**config.mk**
```make
export PLATFORM = sky130hd
export DESIGN_NAME = pipeline_hazard_ctrl
export DESIGN_NICKNAME = d
export VERILOG_FILES = /design/src/rtl/core_pkg.sv /design/src/rtl/hazard_sat_counter.sv /design/src/rtl/pipeline_hazard_ctrl.sv
export SDC_FILE = /design/constraint.sdc
export NUM_CORES = 1
export LEC_CHECK = 0
export BUFFER_PORTS_ARGS = -buffer_cell sky130_fd_sc_hd__buf_4
export CAP_MARGIN = 10
export CORE_MARGIN = 2
export CORE_UTILIZATION = 55
export CTS_CLUSTER_SIZE = 12
export DETAILED_ROUTE_END_ITERATION = 8
export PLACE_DENSITY = 0.86
export REMOVE_ABC_BUFFERS = 1
export SYNTH_ARGS = -nofsm -noshare
export SYNTH_HDL_FRONTEND = slang
export SYNTH_HIERARCHICAL = 1
export SYNTH_SLANG_ARGS = --single-unit
```
**constraint.sdc**
```tcl
create_clock -name clk -period 1.9 [get_ports clk]
set_input_delay 0.285 -clock clk [delete_from_list [all_inputs] [get_ports clk]]
set_output_delay 0.285 -clock clk [all_outputs]
set_load 0.01 [all_outputs]
```
**src/rtl/core_pkg.sv**
```systemverilog
// Shared core types: hazard-controller FSM states and register-index constants.
package core_pkg;
  localparam int REG_IDX_W  = 5;
  localparam int WAIT_CNT_W = 16;
  localparam logic [REG_IDX_W-1:0] REG_X0 = 5'd0;

  typedef enum logic [1:0] {
    RUN      = 2'd0,
    MEM_WAIT = 2'd1,
    REDIRECT = 2'd2
  } ctrl_state_t;
endpackage

```
**src/rtl/hazard_sat_counter.sv**
```systemverilog
// Saturating up-counter with synchronous clear; holds at all-ones.
module hazard_sat_counter #(
  parameter int W = 16
) (
  input  logic         clk,
  input  logic         rst,
  input  logic         inc,
  input  logic         clr,
  output logic [W-1:0] cnt
);
  always_ff @(posedge clk or posedge rst) begin
    if (rst)                    cnt <= '0;
    else if (clr)               cnt <= '0;
    else if (inc && cnt != '1)  cnt <= cnt + W'(1);
  end
endmodule

```
**src/rtl/pipeline_hazard_ctrl.sv**
```systemverilog
// Stall/flush sequencer for the 5-stage core: load-use, EX redirects and
// data-memory waits, plus saturating perf counters and a sticky timeout flag.
module pipeline_hazard_ctrl import core_pkg::*; #(
  parameter int CNT_W       = 16,
  parameter int MEM_TIMEOUT = 255
) (
  input  logic                 clk,
  input  logic                 rst,
  input  logic [REG_IDX_W-1:0] id_rs1_addr,
  input  logic [REG_IDX_W-1:0] id_rs2_addr,
  input  logic                 id_uses_rs1,
  input  logic                 id_uses_rs2,
  input  logic [REG_IDX_W-1:0] ex_rd,
  input  logic                 ex_mem_read,
  input  logic                 ex_wb_reg_file,
  input  logic                 ex_redirect,
  input  logic                 mem_req,
  input  logic                 mem_ready,
  output logic                 pc_stall,
  output logic                 if_id_stall,
  output logic                 if_id_flush,
  output logic                 id_ex_stall,
  output logic                 id_ex_flush,
  output logic                 ex_mem_stall,
  output logic [1:0]           ctrl_state,
  output logic [CNT_W-1:0]     stall_cycles,
  output logic [CNT_W-1:0]     flush_events,
  output logic                 mem_timeout
);
  localparam logic [WAIT_CNT_W-1:0] TO_LAST = WAIT_CNT_W'(MEM_TIMEOUT - 1);

  // Assert immediately, release two clocks after rst drops.
  logic [1:0] rst_sync;
  logic       rst_i;
  always_ff @(posedge clk or posedge rst) begin
    if (rst) rst_sync <= 2'b11;
    else     rst_sync <= {rst_sync[0], 1'b0};
  end
  assign rst_i = rst_sync[1];

  ctrl_state_t           state, state_nxt;
  logic                  memw, lu, rs1_hit, rs2_hit;
  logic                  stall_all, lu_stall, flush_ifid, flush_idex;
  logic                  flush_inc, wait_inc, wait_clr;
  logic [WAIT_CNT_W-1:0] wait_cnt;

  assign memw    = mem_req & ~mem_ready;
  assign rs1_hit = id_uses_rs1 && (id_rs1_addr == ex_rd);
  assign rs2_hit = id_uses_rs2 && (id_rs2_addr == ex_rd);
  assign lu      = ex_mem_read && ex_wb_reg_file && (ex_rd != REG_X0) && (rs1_hit || rs2_hit);

  always_comb begin
    stall_all  = 1'b0;
    lu_stall   = 1'b0;
    flush_ifid = 1'b0;
    flush_idex = 1'b0;
    flush_inc  = 1'b0;
    wait_inc   = 1'b0;
    wait_clr   = 1'b0;
    state_nxt  = state;
    if (!rst_i) begin
      case (state)
        MEM_WAIT: begin
          // EX is frozen here, so redirect/load-use wait until RUN.
          if (memw) begin stall_all = 1'b1; wait_inc = 1'b1; end
          else state_nxt = RUN;
        end
        REDIRECT: begin
          if (memw) stall_all = 1'b1;
          else begin flush_ifid = 1'b1; state_nxt = RUN; end
        end
        default: begin
          state_nxt = RUN;
          if (memw) begin
            stall_all = 1'b1;
            wait_clr  = 1'b1;
            state_nxt = MEM_WAIT;
          end else if (ex_redirect) begin
            flush_ifid = 1'b1;
            flush_idex = 1'b1;
            flush_inc  = 1'b1;
            state_nxt  = REDIRECT;
          end else if (lu) begin
            lu_stall   = 1'b1;
            flush_idex = 1'b1;
          end
        end
      endcase
    end
  end

  assign pc_stall     = stall_all | lu_stall;
  assign if_id_stall  = stall_all | lu_stall;
  assign if_id_flush  = flush_ifid;
  assign id_ex_stall  = stall_all;
  assign id_ex_flush  = flush_idex;
  assign ex_mem_stall = stall_all;
  assign ctrl_state   = state;

  always_ff @(posedge clk or posedge rst_i) begin
    if (rst_i) begin
      state       <= RUN;
      mem_timeout <= 1'b0;
    end else begin
      state <= state_nxt;
      if (wait_inc && wait_cnt >= TO_LAST) mem_timeout <= 1'b1;
    end
  end

  hazard_sat_counter #(.W(CNT_W)) u_stall_cnt (
    .clk(clk), .rst(rst_i), .inc(pc_stall), .clr(1'b0), .cnt(stall_cycles));

  hazard_sat_counter #(.W(CNT_W)) u_flush_cnt (
    .clk(clk), .rst(rst_i), .inc(flush_inc), .clr(1'b0), .cnt(flush_events));

  hazard_sat_counter #(.W(WAIT_CNT_W)) u_wait_cnt (
    .clk(clk), .rst(rst_i), .inc(wait_inc), .clr(wait_clr), .cnt(wait_cnt));
endmodule
```
## Word-level counts from Yosys, hierarchy flattened

Index checks and enable logic that the tools add are counted.

- $add $sub $neg: 3
- Magnitude comparators: 1
- Eq/ne operators: 8
- Multiplexer cells: 28
- Bitwise operators: 4
- Reduce and logical (&&, ||, !) cells: 14

Operator list:

| operator | count |
|---|---|
| $add A16 B1 Y16 const B | 3 |
| $ne A16 B16 Y1 const B | 3 |
| $mux W16 | 2 |
| $mux W1 | 21 |
| $ge A16 B8 Y1 const B | 1 |
| $eq A5 B5 Y1 | 2 |
| $logic_and A1 B1 Y1 | 9 |
| $mux W2 | 4 |
| $reduce_bool A5 Y1 | 1 |
| $eq A2 B1 Y1 const B | 1 |
| $eq A2 B2 Y1 const B | 1 |
| $ne A2 B2 Y1 const B | 1 |
| $not A1 Y1 | 2 |
| $pmux W1 S2 | 1 |
| $reduce_and A2 Y1 | 1 |
| $reduce_bool A2 Y1 | 1 |
| $reduce_or A2 Y1 | 1 |
| $and A1 B1 Y1 | 1 |
| $logic_or A1 B1 Y1 | 1 |
| $or A1 B1 Y1 | 1 |

- Register bits after elaboration: 53
- Bits of input ports: 24
- Output and inout bits: 41
- Logic and storage cells: 64

## Longest topological paths before layout

Gate-level depths: netlist of the first run.

- Depth after elaboration: 11
- Mapped depth: 11
- Gate-level depth less buffers: 10

## Hierarchy

The synthesis of the first run kept the hierarchy.

Modules (own cells, without submodules):

| module | instances | cells an instance | area each (um2) | seq. area each (um2) |
|---|---|---|---|---|
| hazard_sat_counter | 3 | 101 | 932.1 | 400.4 |
| pipeline_hazard_ctrl | 1 | 55 | 466.7 | 127.6 |

## Worst setup path after synthesis of the first run

No wires, ideal clock.

- Kind: flip-flop to flip-flop
- Start point: register state[0] (netlist: ctrl_state[0])
- End point: register u_stall_cnt.cnt[13]
- Library setup time: 0.077 ns
- Arrival time: 2.777 ns
- Required time: 1.823 ns
- Setup slack: -0.955 ns
- Stages on the path, launching flop included: 12
- Path through: dfrtp_1 -> inv_1 -> ha_1 -> nand2b_1 -> nor3_1 -> o21ai_1 -> o22ai_1 -> clkbuf_2 -> nand3_1 -> or4_4 -> or4_1 -> a21oi_1

- Cells in the longest elaborated chain, start to end: 6
- Elaborated cells between the ends (all ways): 7
- Those cells by class: eq/ne (2); mux (2); bitwise (1); reduce/logical (2)

Ends and longest elaborated chain:

| element | line | source |
|---|---|---|
| from (decl) | pipeline_hazard_ctrl.sv:41 | `ctrl_state_t state, state_nxt;` |
| from (signal assigned) | pipeline_hazard_ctrl.sv:105 | `state <= state_nxt;` |
| $eq A2 B2 Y1 / $eq A2 B1 Y1 (equally long branches) | pipeline_hazard_ctrl.sv:62 | `case (state)` |
| $reduce_or A2 Y1 (no source line) * | -- |  |
| $mux W1 * | pipeline_hazard_ctrl.sv:62 |  |
| $mux W1 * | pipeline_hazard_ctrl.sv:61 | `if (!rst_i) begin` |
| $or A1 B1 Y1 * | -- |  |
| via if_id_stall | pipeline_hazard_ctrl.sv:20 | `output logic if_id_stall,` |
| $logic_and A1 B1 Y1 * | hazard_sat_counter.sv:14 | `else if (inc && cnt != '1) cnt <= cnt + W'(1);` |
| to (signal assigned) | hazard_sat_counter.sv:14 |  |
| to (decl) | hazard_sat_counter.sv:9 | `output logic [W-1:0] cnt` |

The timed path passes the listed nets; every way through them passes the cells marked *.
A chain may end at the register's enable or synchronous reset.

## Worst setup path after layout of the first run

- Start point: register state[1] (netlist: ctrl_state[1])
- End point: register u_stall_cnt.cnt[13]

- Cells in the longest elaborated chain, start to end: 6
- Elaborated cells between the ends (all ways): 7
- Those cells by class: eq/ne (2); mux (2); bitwise (1); reduce/logical (2)

Ends and longest elaborated chain:

| element | line | source |
|---|---|---|
| $eq A2 B2 Y1 / $eq A2 B1 Y1 (equally long branches) | pipeline_hazard_ctrl.sv:62 |  |
| $reduce_or A2 Y1 (no source line) * | -- |  |
| $mux W1 * | pipeline_hazard_ctrl.sv:62 |  |
| $mux W1 * | pipeline_hazard_ctrl.sv:61 |  |
| $or A1 B1 Y1 * | pipeline_hazard_ctrl.sv:92 | `assign pc_stall = stall_all \| lu_stall;` |
| $logic_and A1 B1 Y1 * | hazard_sat_counter.sv:14 |  |

Mark *: on every way between the ends. The rest lies on a longest branch, timed or not.

==> flow_summary.yaml, run 1 <==
run_status:
  run_status: "finished with violations"
  violations: "negative setup slack"
yosys:
  synthArstFlopShare: 1.00
  yosysTopAreaCell: "dfrtp_1"
  post_synth.cell_area_avg_sq_um: 9.11
  synth.top_cell.area_share: 0.391
  synth_edf_count: 0
  synth.yosys.seq_area_share: 0.407
  yosys-top-cells-area: "dfrtp_1, a21oi_1, or4_1"
  synth_cells: 358
  yosysUniqueCellTypes: 42
  synth_seq_cells: 53
  yosys_most_used_dff: "dfrtp_1"
  yosysWarnings: 6
  syn_area_sq_um: 3260
grt:
  antenna_found_initial: 0
  grt_pass1_vias: 3781
  grt_overflow_total: 0
  grt_usage: 0.363
  grt_max_degree: 20
  grt_pass1_wl_mm: 18.3
clock_network:
  cts_tree: "built"
  clock-sinks: 53
  ctsLongestPathBuffers: 2
  htree_levels: 2
  path_clk_slew_ns: 0.11
  clk_latency_ns: 0.32
  cts_root_buffer: "clkbuf_8"
  numCtsBuffers: 5
cells_and_area:
  fin_cells: 573
  fin_nets: 526
  drive_gt1_frac: 0.534
  fin_util: 0.882
  antenna_cells: 0
  syn_to_final_growth_pct: 57.2
sta:
  setup_viol: 50
  hold_violations: 0
  period_minus_slack_ns: 2.60
  slew_headroom: 0.396
  rsz0062_at_grt: "yes"
  period_share: 1.37
  fin_skew_ns: 0.0188
  setup_slack_ns: -0.704
  hold_ws_ns: 0.364
  max_freq_mhz: 384
  worst_pin_slew_ns: 0.897
  final_max_slew_viol_count: 0
power_and_ir_drop:
  powerDensity_nw_per_um2: 544
  ir_drop_v: 0.000341
  power_mw: 2.79
  p_leak_nw: 2.13
worst_hold_path:
  min_path_type: "reg2async"
floorplanning:
  ios: 65
  fp-row-count: 28
  initial_core_util: 0.561
  die_y_um: 81.0
  die_x_um: 81.0
  dieArea_sq_um: 6570
  core-area_sq_um: 5820
critical_path:
  path_cells: "ha_4 > nand2b_4 > nor3_4 > o21ai_2 > o22ai_4 > nand3_2 > or4_4 > or4_4 > a21oi_2"
  crit_top_cell: "or4_4"
  cp_data_required_time_ns: 2.16
  crit_end: "u_stall_cnt/cnt[13]"
  crit_path_start: "ctrl_state[1]"
  worst-setup-path-type: "reg2reg"
  crit_path_start_kind: "flip-flop"
  r2r_end: "u_stall_cnt/cnt[13]"
  cp.arrival_ns: 2.86
  max_stage_delay_ns: 0.48
  r2r-start: "ctrl_state[1]"
  worstRegToRegCells: 9
  reg2reg_slack_ns: -0.70
  worstSetupEndpointType: "flip-flop"
  worstPathMaxFanout: 5
  cp_slowest_cell: "or4_4"
route:
  met1_length_mm: 4.82
  drc: 0
  via_per_inst: 7.16
  drt.antenna.violating_nets: 0
  wl_met3_mm: 1.28
  drt-initial-drc-count: 356
  drt-total-wl_mm: 14.1
  num_vias: 4101
  top_layer_used: "met4"
  dr.pass1.iters: 5
  wl_met2_mm: 6.89
  wl_per_cell_um: 24.5
place:
  numPortBuffers: 64
  hpwl_mm: 6.75
  place.gp.congestion: 0.858
  dpl.cell_count: 542
flow_run:
  maxCapViolations: 0
worst min-delay path by stage:
stage | startpoint | endpoint | slack [ns] | depth (start not counted)
after global placement | rst | rst_sync[0] | 0.33 | 2
after floorplan | rst_sync[1] | ctrl_state[0] | 0.14 | 1
after detailed placement | rst | rst_sync[0] | 0.34 | 2
after global routing | rst_sync[1] | mem_timeout | 0.38 | 3
final | rst_sync[1] | mem_timeout | 0.36 | 3
after CTS | rst_sync[1] | ctrl_state[0] | 0.36 | 3
sequential cells by signal (all words and copies together), names as in the netlist:
signal / cells
u_flush_cnt/cnt: 16
u_stall_cnt/cnt: 16
u_wait_cnt/cnt: 16
ctrl_state: 2
rst_sync: 2
mem_timeout: 1
power by group:
group          total [mW]  switching, mW  internal, mW
clock network       0.758          0.427         0.332
registers            1.21         0.0400          1.17
logic               0.822          0.400         0.422
cells in the mapped netlist, types with 4 or more instances:
master and instances:
nand2_1 20, xor2_1 8, o31ai_1 15, nor4_1 13
or3_1 18, nand2b_1 8, or4_1 18, a21oi_1 37
o21ai_0 16, nand4_1 13, mux2i_1 4, nor3_1 13
dfrtp_1 51, nor2_1 11, o41ai_1 6, mux2_2 6
inv_1 14, ha_1 5, nand3_1 23, nor2b_1 10
or4_4 4, buf_4 5
stage by stage:
stage	setup slack, ns	instance area, sq um	setup TNS, ns
6_report	-0.704	5130	-16.59
5_1_grt	-0.727	5130	-18.32
4_1_cts	-0.541	4710	-11.58
3_5_place_dp	-0.764	4180	-13.06
3_3_place_gp	-0.548	4180	-8.78
2_1_floorplan	-1.20	3180	-15.35
worst max-delay path: cells and delay by family, from the launching register on:
family / cells / cell delay [ns]
DFF: 1 / 0.44
AOI/OAI and AO/OA: 3 / 0.47
adders and majority gates: 1 / 0.31
and+or+nand+nor: 5 / 1.32
metal layers:
layer	global-route usage	vias up
met2	0.640	368
met3	0.0611	128
met1	0.404	1964
met5	0	-
li1	-	1641
met4	0.232	0
cells in the final DEF, fill, tap and decap left out, types with 10 or more instances in the layout:
| cell | instances |
|---|---|
| o21ai_0 | 14 |
| nand3_1 | 16 |
| buf_4 | 122 |
| nor3_1 | 10 |
| a21oi_2 | 26 |
| or3_4 | 11 |
| nand4_1 | 13 |
| dfrtp_1 | 51 |
| o31ai_1 | 13 |
| buf_6 | 21 |
| a21oi_1 | 10 |
| inv_1 | 10 |
| nor2_1 | 11 |
| or4_4 | 19 |
| nand2_1 | 17 |
area by class of cell:
| class | count | area [sq um] |
|---|---|---|
| multi-input cells | 279 | 2380 |
| flip-flops and latches | 53 | 1330 |
| repair buffers | 144 | 1160 |
| fillers | 249 | 687 |
| clock buffers | 7 | 96.3 |
| well taps | 75 | 93.8 |
| inverters | 14 | 57.6 |
| clock inverters | 1 | 5.00 |
cell families (layout without fill, tap and decap cells):
group / Yosys count / count (layout) / share of synthesized area
other cells: 1 / 3 / 0.00115
compound gates: 84 / 84 / 0.154
xor+xnor: 10 / 10 / 0.0268
simple gates: 167 / 167 / 0.315
buf+inv: 28 / 166 / 0.0437
flops: 53 / 53 / 0.407
fa+ha+maj: 5 / 5 / 0.0192
mux: 10 / 10 / 0.0330
repair_timing:
item                                    in CTS  in global routing
setup buffers                               15                 14
resized for setup                           75                 78
endpoints found under the setup margin      42                 50
hold buffers                                 1                  0
endpoints found under the hold margin        2                  0
pin swaps                                   35                 25
Note: power is estimated with default switching activity, not from simulation.
==> run 2, diff against run 1 <==
--- a/config.mk
+++ b/config.mk
@@ -11,6 +11,7 @@
 export CORE_UTILIZATION = 55
 export CTS_CLUSTER_SIZE = 12
 export DETAILED_ROUTE_END_ITERATION = 8
+export MAX_ROUTING_LAYER = met4
 export PLACE_DENSITY = 0.86
 export REMOVE_ABC_BUFFERS = 1
 export SYNTH_ARGS = -nofsm -noshare
==> flow_summary.yaml, run 2 (synthesized netlist as in run 1, its figures left out) <==
run_status:
  run_status: "finished with violations"
  violations: "negative setup slack"
route:
  dr.pass1.iters: 6
  via_per_inst: 7.21
  wl_per_cell_um: 25.8
  num_vias: 4141
  drc: 0
  drt-initial-drc-count: 448
  drt-total-wl_mm: 14.8
  drt.antenna.violating_nets: 0
critical_path:
  crit_end: "u_stall_cnt/cnt[13]"
  crit_path_start_kind: "flip-flop"
  max_stage_delay_ns: 0.48
  crit_path_start: "ctrl_state[1]"
  cp_slowest_cell: "or4_4"
  worstPathMaxFanout: 5
  crit_top_cell: "or4_4"
  cp.arrival_ns: 2.89
  worst-setup-path-type: "reg2reg"
  path_buf_inv: 0
  cp_top_family: "simple AND/OR/NAND/NOR gates"
  r2r_end: "u_stall_cnt/cnt[13]"
  path_depth: 9
  reg2reg_slack_ns: -0.74
  path_cells: "ha_4 > nand2b_4 > nor3_4 > o21ai_2 > o22ai_4 > nand3_2 > or4_4 > or4_4 > a21oi_2"
  worstSetupEndpointType: "flip-flop"
  worstRegToRegCells: 9
  cp_data_required_time_ns: 2.14
  r2r-start: "ctrl_state[1]"
sta:
  max_freq_mhz: 378
  period_share: 1.39
  fin_skew_ns: 0.0114
  slew_headroom: 0.472
  setup_slack_ns: -0.744
  period_minus_slack_ns: 2.64
  setup_viol: 51
  hold_violations: 0
  fin_setup_tns_ns: -19.13
  worst_pin_slew_ns: 0.784
  rsz0062_at_grt: "yes"
  final_max_slew_viol_count: 0
clock_network:
  numCtsBuffers: 5
  clk_latency_ns: 0.31
  cts_root_buffer: "clkbuf_8"
  path_clk_slew_ns: 0.11
  htree_levels: 2
  cts_tree: "built"
  clock-sinks: 53
  ctsLongestPathBuffers: 2
cells_and_area:
  reg_top3: "u_flush_cnt/cnt (16), u_stall_cnt/cnt (16), u_wait_cnt/cnt (16)"
  fin_cells: 574
  final_cell_mix: "buf_4, dfrtp_1, a21oi_2"
  fin_util: 0.887
  drive_gt1_frac: 0.537
  fin_nets: 527
  syn_to_final_growth_pct: 58.1
  antenna_cells: 0
  layout_commonest_cell: "buf_4"
floorplanning:
  die_x_um: 81.0
  dieArea_sq_um: 6570
  core-area_sq_um: 5820
  initial_core_util: 0.561
  die_y_um: 81.0
  fp-row-count: 28
  ios: 65
power_and_ir_drop:
  powerDensity_nw_per_um2: 544
  p_leak_nw: 2.14
  ir_drop_v: 0.000598
place:
  place.gp.congestion: 0.872
  hpwl_mm: 6.75
  dpl.cell_count: 542
  numPortBuffers: 64
worst_hold_path:
  hold_path_depth: 0
  min_path_type: "reg2reg"
grt:
  antenna_found_initial: 0
  grt_usage: 0.373
  grt_overflow_total: 0
  grt_max_degree: 20
  grt_pass1_vias: 3775
  grt_pass1_wl_mm: 18.3
flow_run:
  maxCapViolations: 0
==> run 2: changes by cell type in the layout (fill, tap and decap cells not counted) <==
cell	before	now
buf_6	21	23
a31oi_2	1	0
a31oi_4	0	1
buf_4	122	121
nor3_1	10	9
nor3_2	0	1
==> run 2: what timing repair did <==
item,4_1_cts,5_1_grt
gates resized for setup,75,80
setup buffers,15,13
hold buffers,1,0
endpoints found under the hold margin,2,0
endpoints found under the setup margin,42,50
pin swaps,35,25
==> run 2: power by group <==
| group | total [mW] | switching (mW) | internal, mW |
|---|---|---|---|
| Combinational | 0.858 | 0.428 | 0.430 |
| Sequential | 1.20 | 0.0368 | 1.17 |
| Clock | 0.742 | 0.411 | 0.331 |
| Total | 2.80 | 0.876 | 1.93 |
==> run 2: through the flow <==
stage / setup WS, ns / area [sq um] / power (mW) / hold slack (ns)
after CTS: -0.541 / 4710 / 2.58 / 0.357
after detailed placement: -0.764 / 4180 / 1.70 / 0.339
after floorplan: -1.20 / 3180 / 1.43 / 0.142
after global routing: -0.747 / 5160 / 2.88 / 0.379
after global placement: -0.548 / 4180 / 1.68 / 0.329
final: -0.744 / 5160 / 2.80 / 0.383
==> run 2: worst reg2reg max path: stages, from the launching register on <==
cell and delay (ns):
dfrtp_1 0.46, ha_4 0.32, nand2b_4 0.07, nor3_4 0.19, o21ai_2 0.12, o22ai_4 0.20
nand3_2 0.14, or4_4 0.48, or4_4 0.43, a21oi_2 0.16
==> run 2: cell type report <==
type / count / area (sq um)
repair buffers: 145 / 1180
flip-flops and latches: 53 / 1330
well taps: 75 / 93.8
clock buffers: 7 / 96.3
clock inverters: 1 / 5.00
multi-input cells: 279 / 2400
inverters: 14 / 57.6
fillers: 243 / 658
==> run 2: worst min-delay path by stage <==
stage                     slack [ns]        start            end
after floorplan                 0.14  rst_sync[1]  ctrl_state[0]
after global placement          0.33          rst    rst_sync[0]
after detailed placement        0.34          rst    rst_sync[0]
after CTS                       0.36  rst_sync[1]  ctrl_state[0]
after global routing            0.38  rst_sync[1]    mem_timeout
final                           0.38  rst_sync[0]    rst_sync[1]
==> run 2: layer usage <==
layer  vias to the layer above  part of all wire  global-route usage
met1                      1928              0.32               0.404
li1                       1651                 -                   -
met5                         -                 0                   -
met4                         0             0.091               0.234
met3                       166             0.087              0.0611
met2                       396              0.50               0.639
